## config.mk

```make
export PLATFORM = sky130hd
export DESIGN_NAME = uart_rx
export DESIGN_NICKNAME = d
export VERILOG_FILES = /design/src/rtl/uart_pkg.sv /design/src/rtl/uart_baud_tick.sv /design/src/rtl/uart_rx.sv
export SDC_FILE = /design/constraint.sdc
export NUM_CORES = 1
export LEC_CHECK = 0
export CAP_MARGIN = 0
export CORE_AREA = 2 2 62 59
export CTS_CLUSTER_SIZE = 12
export DETAILED_ROUTE_END_ITERATION = 16
export DIE_AREA = 0 0 64 61
export GPL_TIMING_DRIVEN = 0
export PLACE_DENSITY = 0.72
export RECOVER_POWER = 100
export SETUP_SLACK_MARGIN = 0.3
export SYNTH_ARGS = -nofsm -noshare
export SYNTH_HDL_FRONTEND = slang
export SYNTH_HIERARCHICAL = 1
export SYNTH_SLANG_ARGS = --single-unit
export TNS_END_PERCENT = 50
```

## constraint.sdc

```tcl
create_clock -name i_clk -period 1.6 [get_ports i_clk]
set_input_delay 0.32 -clock i_clk [delete_from_list [all_inputs] [get_ports i_clk]]
set_output_delay 0.32 -clock i_clk [all_outputs]
set_load 0.01 [all_outputs]
```

## src/rtl/uart_pkg.sv

```systemverilog
// Shared UART definitions: receiver state encoding, frame width and the baud
// divider calculation used by both the transmitter and the receiver.
package uart_pkg;

  localparam int DATA_BITS = 8;

  typedef enum logic [1:0] {
    IDLE  = 2'd0,
    START = 2'd1,
    DATA  = 2'd2,
    STOP  = 2'd3
  } rx_state_t;

  // Clocks per oversampling tick; integer truncation, so the line rate is
  // slightly fast when CLK_FREQ is not an exact multiple.
  function automatic int calc_tick_div(input int clk_freq, input int baud_rate,
                                       input int oversampling);
    return clk_freq / (baud_rate * oversampling);
  endfunction

endpackage

```

## src/rtl/uart_baud_tick.sv

```systemverilog
// Oversampling tick divider: registered one-cycle tick every TICK_DIV clocks
// while enabled; dropping the enable clears the phase.
module uart_baud_tick #(
  parameter int TICK_DIV = 54
) (
  input  logic clk,
  input  logic rst,
  input  logic en,
  output logic tick
);

  localparam int CW = (TICK_DIV > 1) ? $clog2(TICK_DIV) : 1;
  localparam logic [CW-1:0] LAST = CW'(TICK_DIV - 1);

  if (TICK_DIV < 1) begin : g_bad_div
    $error("uart_baud_tick: TICK_DIV must be at least 1");
  end

  logic [CW-1:0] cnt;

  always_ff @(posedge clk) begin
    if (rst || !en) begin
      cnt  <= '0;
      tick <= 1'b0;
    end else if (cnt == LAST) begin
      cnt  <= '0;
      tick <= 1'b1;
    end else begin
      cnt  <= cnt + CW'(1);
      tick <= 1'b0;
    end
  end

endmodule

```

## src/rtl/uart_rx.sv

```systemverilog
// 8N1 UART receiver: synchronises the line, detects the start edge, samples
// mid-bit using an oversampled tick and reports good bytes or framing errors.
module uart_rx
  import uart_pkg::*;
#(
  parameter int CLK_FREQ     = 100000000,
  parameter int BAUD_RATE    = 115200,
  parameter int OVERSAMPLING = 16
) (
  input  logic                 i_clk,
  input  logic                 i_reset,
  input  logic                 i_rx_serial,
  output logic [DATA_BITS-1:0] o_rx_data,
  output logic                 o_rx_valid,
  output logic                 o_rx_error,
  output logic                 o_rx_busy,
  output rx_state_t            dbg_state
);

  localparam int TICK_DIV = calc_tick_div(CLK_FREQ, BAUD_RATE, OVERSAMPLING);
  localparam int TW       = $clog2(OVERSAMPLING);
  localparam int BW       = $clog2(DATA_BITS);
  localparam logic [TW-1:0] HALF_LAST = TW'(OVERSAMPLING / 2 - 1);
  localparam logic [TW-1:0] FULL_LAST = TW'(OVERSAMPLING - 1);
  localparam logic [BW-1:0] LAST_BIT  = BW'(DATA_BITS - 1);

  if (OVERSAMPLING < 4 || (OVERSAMPLING % 2) != 0) begin : g_bad_os
    $error("uart_rx: OVERSAMPLING must be even and at least 4");
  end
  if (TICK_DIV < 1) begin : g_bad_div
    $error("uart_rx: CLK_FREQ too low for BAUD_RATE*OVERSAMPLING");
  end

  logic       sync1, sync2, sync3;
  logic [2:0] primed;
  logic       fall;
  logic       tick;

  // The synchroniser presets to 1 on reset; primed keeps that artificial 1
  // from looking like a start edge when the line is low at reset release.
  always_ff @(posedge i_clk) begin
    if (i_reset) begin
      sync1  <= 1'b1;
      sync2  <= 1'b1;
      sync3  <= 1'b1;
      primed <= '0;
    end else begin
      sync1  <= i_rx_serial;
      sync2  <= sync1;
      sync3  <= sync2;
      primed <= {primed[1:0], 1'b1};
    end
  end

  assign fall = primed[2] & sync3 & ~sync2;

  rx_state_t            state, state_nxt;
  logic [TW-1:0]        tcnt, tcnt_nxt;
  logic [BW-1:0]        bit_idx, bit_nxt;
  logic [DATA_BITS-1:0] shift, shift_nxt;
  logic [DATA_BITS-1:0] data_nxt;
  logic                 valid_nxt, error_nxt;

  uart_baud_tick #(
    .TICK_DIV (TICK_DIV)
  ) u_tick (
    .clk  (i_clk),
    .rst  (i_reset),
    .en   ((state != IDLE) || fall),
    .tick (tick)
  );

  always_ff @(posedge i_clk) begin
    if (i_reset) begin
      state      <= IDLE;
      tcnt       <= '0;
      bit_idx    <= '0;
      shift      <= '0;
      o_rx_data  <= '0;
      o_rx_valid <= 1'b0;
      o_rx_error <= 1'b0;
    end else begin
      state      <= state_nxt;
      tcnt       <= tcnt_nxt;
      bit_idx    <= bit_nxt;
      shift      <= shift_nxt;
      o_rx_data  <= data_nxt;
      o_rx_valid <= valid_nxt;
      o_rx_error <= error_nxt;
    end
  end

  always_comb begin
    state_nxt = state;
    tcnt_nxt  = tcnt;
    bit_nxt   = bit_idx;
    shift_nxt = shift;
    data_nxt  = o_rx_data;
    valid_nxt = 1'b0;
    error_nxt = 1'b0;
    unique case (state)
      IDLE: begin
        tcnt_nxt = '0;
        bit_nxt  = '0;
        if (fall) state_nxt = START;
      end
      START: begin
        // Half a bit in: a line back high means the edge was a glitch.
        if (tick) begin
          if (tcnt == HALF_LAST) begin
            tcnt_nxt  = '0;
            state_nxt = sync2 ? IDLE : DATA;
          end else begin
            tcnt_nxt = tcnt + TW'(1);
          end
        end
      end
      DATA: begin
        if (tick) begin
          if (tcnt == FULL_LAST) begin
            tcnt_nxt  = '0;
            shift_nxt = {sync2, shift[DATA_BITS-1:1]};
            bit_nxt   = bit_idx + BW'(1);
            if (bit_idx == LAST_BIT) state_nxt = STOP;
          end else begin
            tcnt_nxt = tcnt + TW'(1);
          end
        end
      end
      STOP: begin
        if (tick) begin
          if (tcnt == FULL_LAST) begin
            tcnt_nxt  = '0;
            state_nxt = IDLE;
            if (sync2) begin
              data_nxt  = shift;
              valid_nxt = 1'b1;
            end else begin
              error_nxt = 1'b1;
            end
          end else begin
            tcnt_nxt = tcnt + TW'(1);
          end
        end
      end
      default: state_nxt = IDLE;
    endcase
  end

  assign o_rx_busy = (state != IDLE);
  assign dbg_state = state;

endmodule

```

### After elaboration in Yosys (flattened, before gate mapping)

Index checks and enable logic that the tools add are counted.

* register bits after elaboration: 40
* latch bits: 0
* memory bits (writable): 0
* bits in read-only memories: 0
* input bits: 3
* output and inout bits: 13
* logic and storage cells: 75
* memories kept: 0

* add/sub/neg operators: 3
* multiply operators: 0
* divide/modulo/power cells: 0
* magnitude comparators: 0
* equal/unequal tests: 16
* shifts and indexed selects: 0
* muxes and demuxes: 22
* bitwise gates (word level): 6
* reduce and logical (&&, ||, !) cells: 14

Operators by type and width (count)
* 2-bit 2-to-1 mux: 9
* 4-bit 2-to-1 mux: 4
* 4-bit one-hot mux with 3 select lines: 1
* 2-bit inequality test (second input constant): 5
* 2-bit by 1-bit inequality test with 1-bit output (second input constant): 4
* 2-bit one-hot mux with 4 select lines: 1
* 8-bit AND reduction: 1
* 6-bit by 1-bit adder with 6-bit output (second input constant): 1
* 6-bit equality test (second input constant): 1
* 3-bit 2-to-1 mux: 2
* 3-bit one-hot mux with 2 select lines: 1
* 3-bit AND reduction: 2
* 4-bit by 1-bit adder with 4-bit output (second input constant): 1
* 2-bit equality test (second input constant): 2
* 4-bit by 3-bit equality test with 1-bit output (second input constant): 1
* 4-bit equality test (second input constant): 1
* 1-bit 2-to-1 mux: 4
* 1-bit NOT: 4
* 4-bit AND reduction: 1
* 2-bit nonzero test: 2
* 2-bit OR reduction: 2
* 4-bit OR reduction: 1
* 3-bit by 1-bit adder with 3-bit output (second input constant): 1
* 3-bit equality test (second input constant): 1
* 6 further kinds: 8

### Depth between registers and ports, before layout

Gate-level depths: netlist (run 1).

* word-level depth: 6
* depth in mapped cells: 5
* gate-level depth less buffers: 5

### Cells and area by module

The synthesis (run 1) kept the hierarchy.

By module, submodules not included
* uart_rx: times used 1, cells each 138, area an instance 1368.8 µm²
* uart_baud_tick: times used 1, cells each 30, area an instance 286.5 µm²

### Least setup slack after synthesis (run 1)

Ideal clock, no wire load.

* kind: reg-to-reg
* start: register tcnt[0]
* end: register o_rx_data[0]
* setup time: 116 ps
* data arrival time: 1355 ps
* data required time: 1484 ps
* slack: 128 ps
* cell stages (with the launch flop): 6
* path buffers: 1
* clock period less this slack: 1472 ps
* cell sequence: dfxtp_1 -> ha_1 -> nand4_1 -> or2_0 -> clkbuf_1 -> a31o_2

* word-level cells in the longest chain between the ends: 2

Ends and longest elaborated chain
* start: declaration: RTL line uart_rx.sv:58 `logic [TW-1:0] tcnt, tcnt_nxt;`
* start signal: assignment: RTL line uart_rx.sv:84 `tcnt <= tcnt_nxt;`
* 4-bit equality test: RTL line uart_rx.sv:132 `if (tcnt == FULL_LAST) begin`
* 4-bit AND reduction (no source line)
* end signal: assignment: RTL line uart_rx.sv:87 `o_rx_data <= data_nxt;`
* end: declaration: RTL line uart_rx.sv:13 `output logic [DATA_BITS-1:0] o_rx_data,`

No other way between the ends.
A chain may end at the register's enable or synchronous reset.

### Final worst setup path (run 1)

* start: register tcnt[0]
* end: register o_rx_data[2]

The elaborated chain is that of the path after synthesis.

==> qor.txt, run 1 <==
ant diodes: 0
time the worst path needs with I/O delays and setup: 1.53 ns
sequential cell area: 816 um2
Fillers: 264
post-synthesis mux area share: 5.44%
GRT Residual Overflow: 0
met3 Use GR: 4.08%
Synthesized Nets: 176
share of the yosys chip area belonging to registers: 48.4%
total power: 1.56 mW
layout cell share with drive strength beyond 1: 27.3%
outcome: complete, no violations
fin area: 2160 um2
IO Count: 16
Synth area leader: dfxtp_1
Post-Synth Adder-Cell Area: 3.78%
GRT Util Overall: 20.2%
Crit. End Element: flop
DRT Wirelength: 3670 um
XOR/XNOR Fraction of Synth Area: 2.65%
# rows: 20
detailed-placement wirelength estimate: 2290 um
Longest Clk Path Bufs: 2
CTS Buf Count: 5
FF-to-FF Start: tcnt[0]
Yosys reg bits: 40
Peak Freq: 652 MHz
Antenna Violating Nets Remaining: 0
most frequent cells after synthesis: dfxtp_1, nor3_1, mux2i_1, nand2b_1, nor2_1
Compound-Gate Fraction of Synth Area: 10.6%
clock-pin slew on the worst setup and hold paths: 0.10 ns
CTS Sinks: 40
first-pass GRT wire length: 6000 um
largest family of logic cells by synthesized area: simple AND/OR/NAND/NOR gates
Clock Tree Root: clkbuf_4
Final Hold Viols: 0
DIE AREA: 3900 um2
max incr delay on CP: 0.38 ns
First-pass DRT Iterations: 4
worst skew pair latency: 0.33 ns
Die W: 64 um
Final Max Tran Viols: 0
worst IR drop on VDD: 0.416 mV
hold path startpoint: sync1
Max Fanout on Critical Path: 4
share of the synthesized area in the top cell type: 48.4%
CP required: 1.82 ns
Hold-fix buffers, CTS: 0
most common cell in the netlist: dfxtp_1
vias: 1375
Avg Cell Area, Syn: 9.85 um2
area of the multi-input gates: 837 um2
areal power density over the cells: 722 nW/um2
core area: 3230 um2
critical-path cell list: ha_4 > nand4_1 > or2_1 > clkbuf_8 > buf_6 > a31o_4
Worst Skew: 0.0193 ns
Async S/R FF share, synth: 0%
CP arrival: 1.75 ns
# Max-Cap Violations: 0
Via-to-Cell Ratio: 5.43
initial core utilization: 51.3%
Die Height: 61 um
Crit-path slowest cell: dfxtp_4
Area Overhead vs Synth: 30.3%
Worst Setup SP: tcnt[0]
ys flop type: dfxtp_1
synth unique cells: 41
GR Layer Usage met2: 36.6%
Worst slew margin: 68.8%
initial antenna violation count: 0
fin crit share: 95.8%
Final setup viols: 0
critical path class: reg2reg
Yosys warning count: 6
WL per Instance: 14.5 um
Simple-Gate Fraction of Synth Area: 24.9%
Critical Path Source Type: flop
Post-Syn Instances: 168
Iter 0 DRT Violations: 100
largest net degree at the start of global routing: 12
I/O Buffers: 15
Post-synth EDFFs: 0
H-tree depth: 2
Netlist Area Pre-Place: 1660 um2
P_leak: 0.849 nW
TritonCTS clock tree: yes
Tightest Pin Transition: 0.465 ns
top post-synthesis cells by area: dfxtp_1, mux2i_1, a31o_2
unrepaired setup endpoints after global routing: true
gr busiest metal: met2
FF-to-FF setup slack: 0.07 ns
GR Layer Usage met1: 24.4%
Nets: 216
Final GP Congestion: 0.783
min-delay worst type: reg2reg
DRC Markers: 0
vias in the first global route: 1315
Post-DP Area: 1890 um2
[final cells by class]
class	instances	area share [%]
Clock buffer	8	2.73
Multi-Input combinational cell	113	38.8
Sequential cell	40	37.8
Tap cell	44	2.55
Buffer	10	3.71
Inverter	5	0.870
Timing Repair Buffer	33	13.5
[power by group]
part	internal (mW)	switching (mW)
sequential	0.998	0.00474
combinational	0.0153	0.0217
clock	0.217	0.301
[cells by family (layout without fill, tap and decap cells)]
logic type      after synthesis  after routing
mux                           9              9
xor+xnor                      5              5
simple gates                 71             71
fa+ha+maj                     5              5
compound gates               23             23
flops                        40             40
buf+inv                      15             56
[flip-flops by register name, indices dropped and copies added (netlist names), named ones only]
register / cells
o_rx_error: 1
u_tick/cnt: 6
shift: 8
u_tick/tick: 1
o_rx_data: 8
dbg_state: 1
tcnt: 4
sync3: 1
sync2: 1
bit_idx: 3
sync1: 1
o_rx_valid: 1
primed: 3
[repair_timing]
item / CTS / global route
gates resized for setup: 38 / 9
gates cloned: 0 / 0
setup endpoints to repair: 49 / 39
buffers inserted: 10 / 8
pin swaps: 4 / 7
[layer usage]
metal | share of wire, % | routed length (um) | up-vias
li1 | - | - | 681
met1 | 45 | 1650 | 654
met2 | 51 | 1850 | 38
met3 | 4.3 | 158 | 2
met4 | 0.11 | 4 | 0
met5 | 0 | 0 | -
[stage by stage]
stage / std cells / utilization [%] / TNS (ns) / hold slack (ns) / setup WS [ns]
final: 253 / 66.8 / 0 / 0.422 / 0.0667
after detailed placement: 227 / 58.6 / -7.87 / 0.396 / -0.471
after global routing: 253 / 66.8 / 0 / 0.440 / 0.00280
after global placement: 227 / 58.6 / -8.19 / 0.396 / -0.467
after floorplan: 168 / - / 0 / 0.389 / 0.264
after CTS: 245 / 65.0 / 0 / 0.423 / 0.0454
[cell usage in the layout, fill, tap and decap left out, types with 2 or more instances in the layout]
master,instances
a31o_2,6
a31o_4,2
a31oi_1,3
buf_4,14
buf_6,6
clkbuf_1,5
clkbuf_2,3
clkbuf_4,6
clkbuf_8,2
clkdlybuf4s25_1,3
clkdlybuf4s50_1,4
dfxtp_1,34
dfxtp_2,3
dfxtp_4,3
dlygate4sd2_1,7
ha_1,4
inv_1,5
mux2i_1,9
nand2_1,8
nand2b_1,9
nand3_1,7
nand4_1,3
nand4b_1,3
nor2_1,8
nor2b_1,6
nor3_1,11
o2111ai_1,2
o21ai_0,4
or2_2,3
xor2_1,4
[critical path: cells and delay by family (launching register included)]
family	cells	cell delay (ns)
AND/OR/NAND/NOR	2	0.44
AO/OA/AOI/OAI	1	0.20
flip-flops	1	0.38
buffers and inverters	2	0.26
adder cells (fa/ha/maj)	1	0.15
[path summary, 6_finish.rpt]
check             cells after the start      endpoint
hold reg to reg                       1         sync2
hold / removal                        1         sync2
setup / recovery                      6  o_rx_data[2]
setup reg to reg                      6  o_rx_data[2]
No activity file was read; power rests on OpenSTA's default activity.
==> run 2, diff against run 1 <==
Settings changed: CAP_MARGIN 0 to unset.
==> results of run 2 <==
Final layout, timing and power as in run 1 (identical DEF).
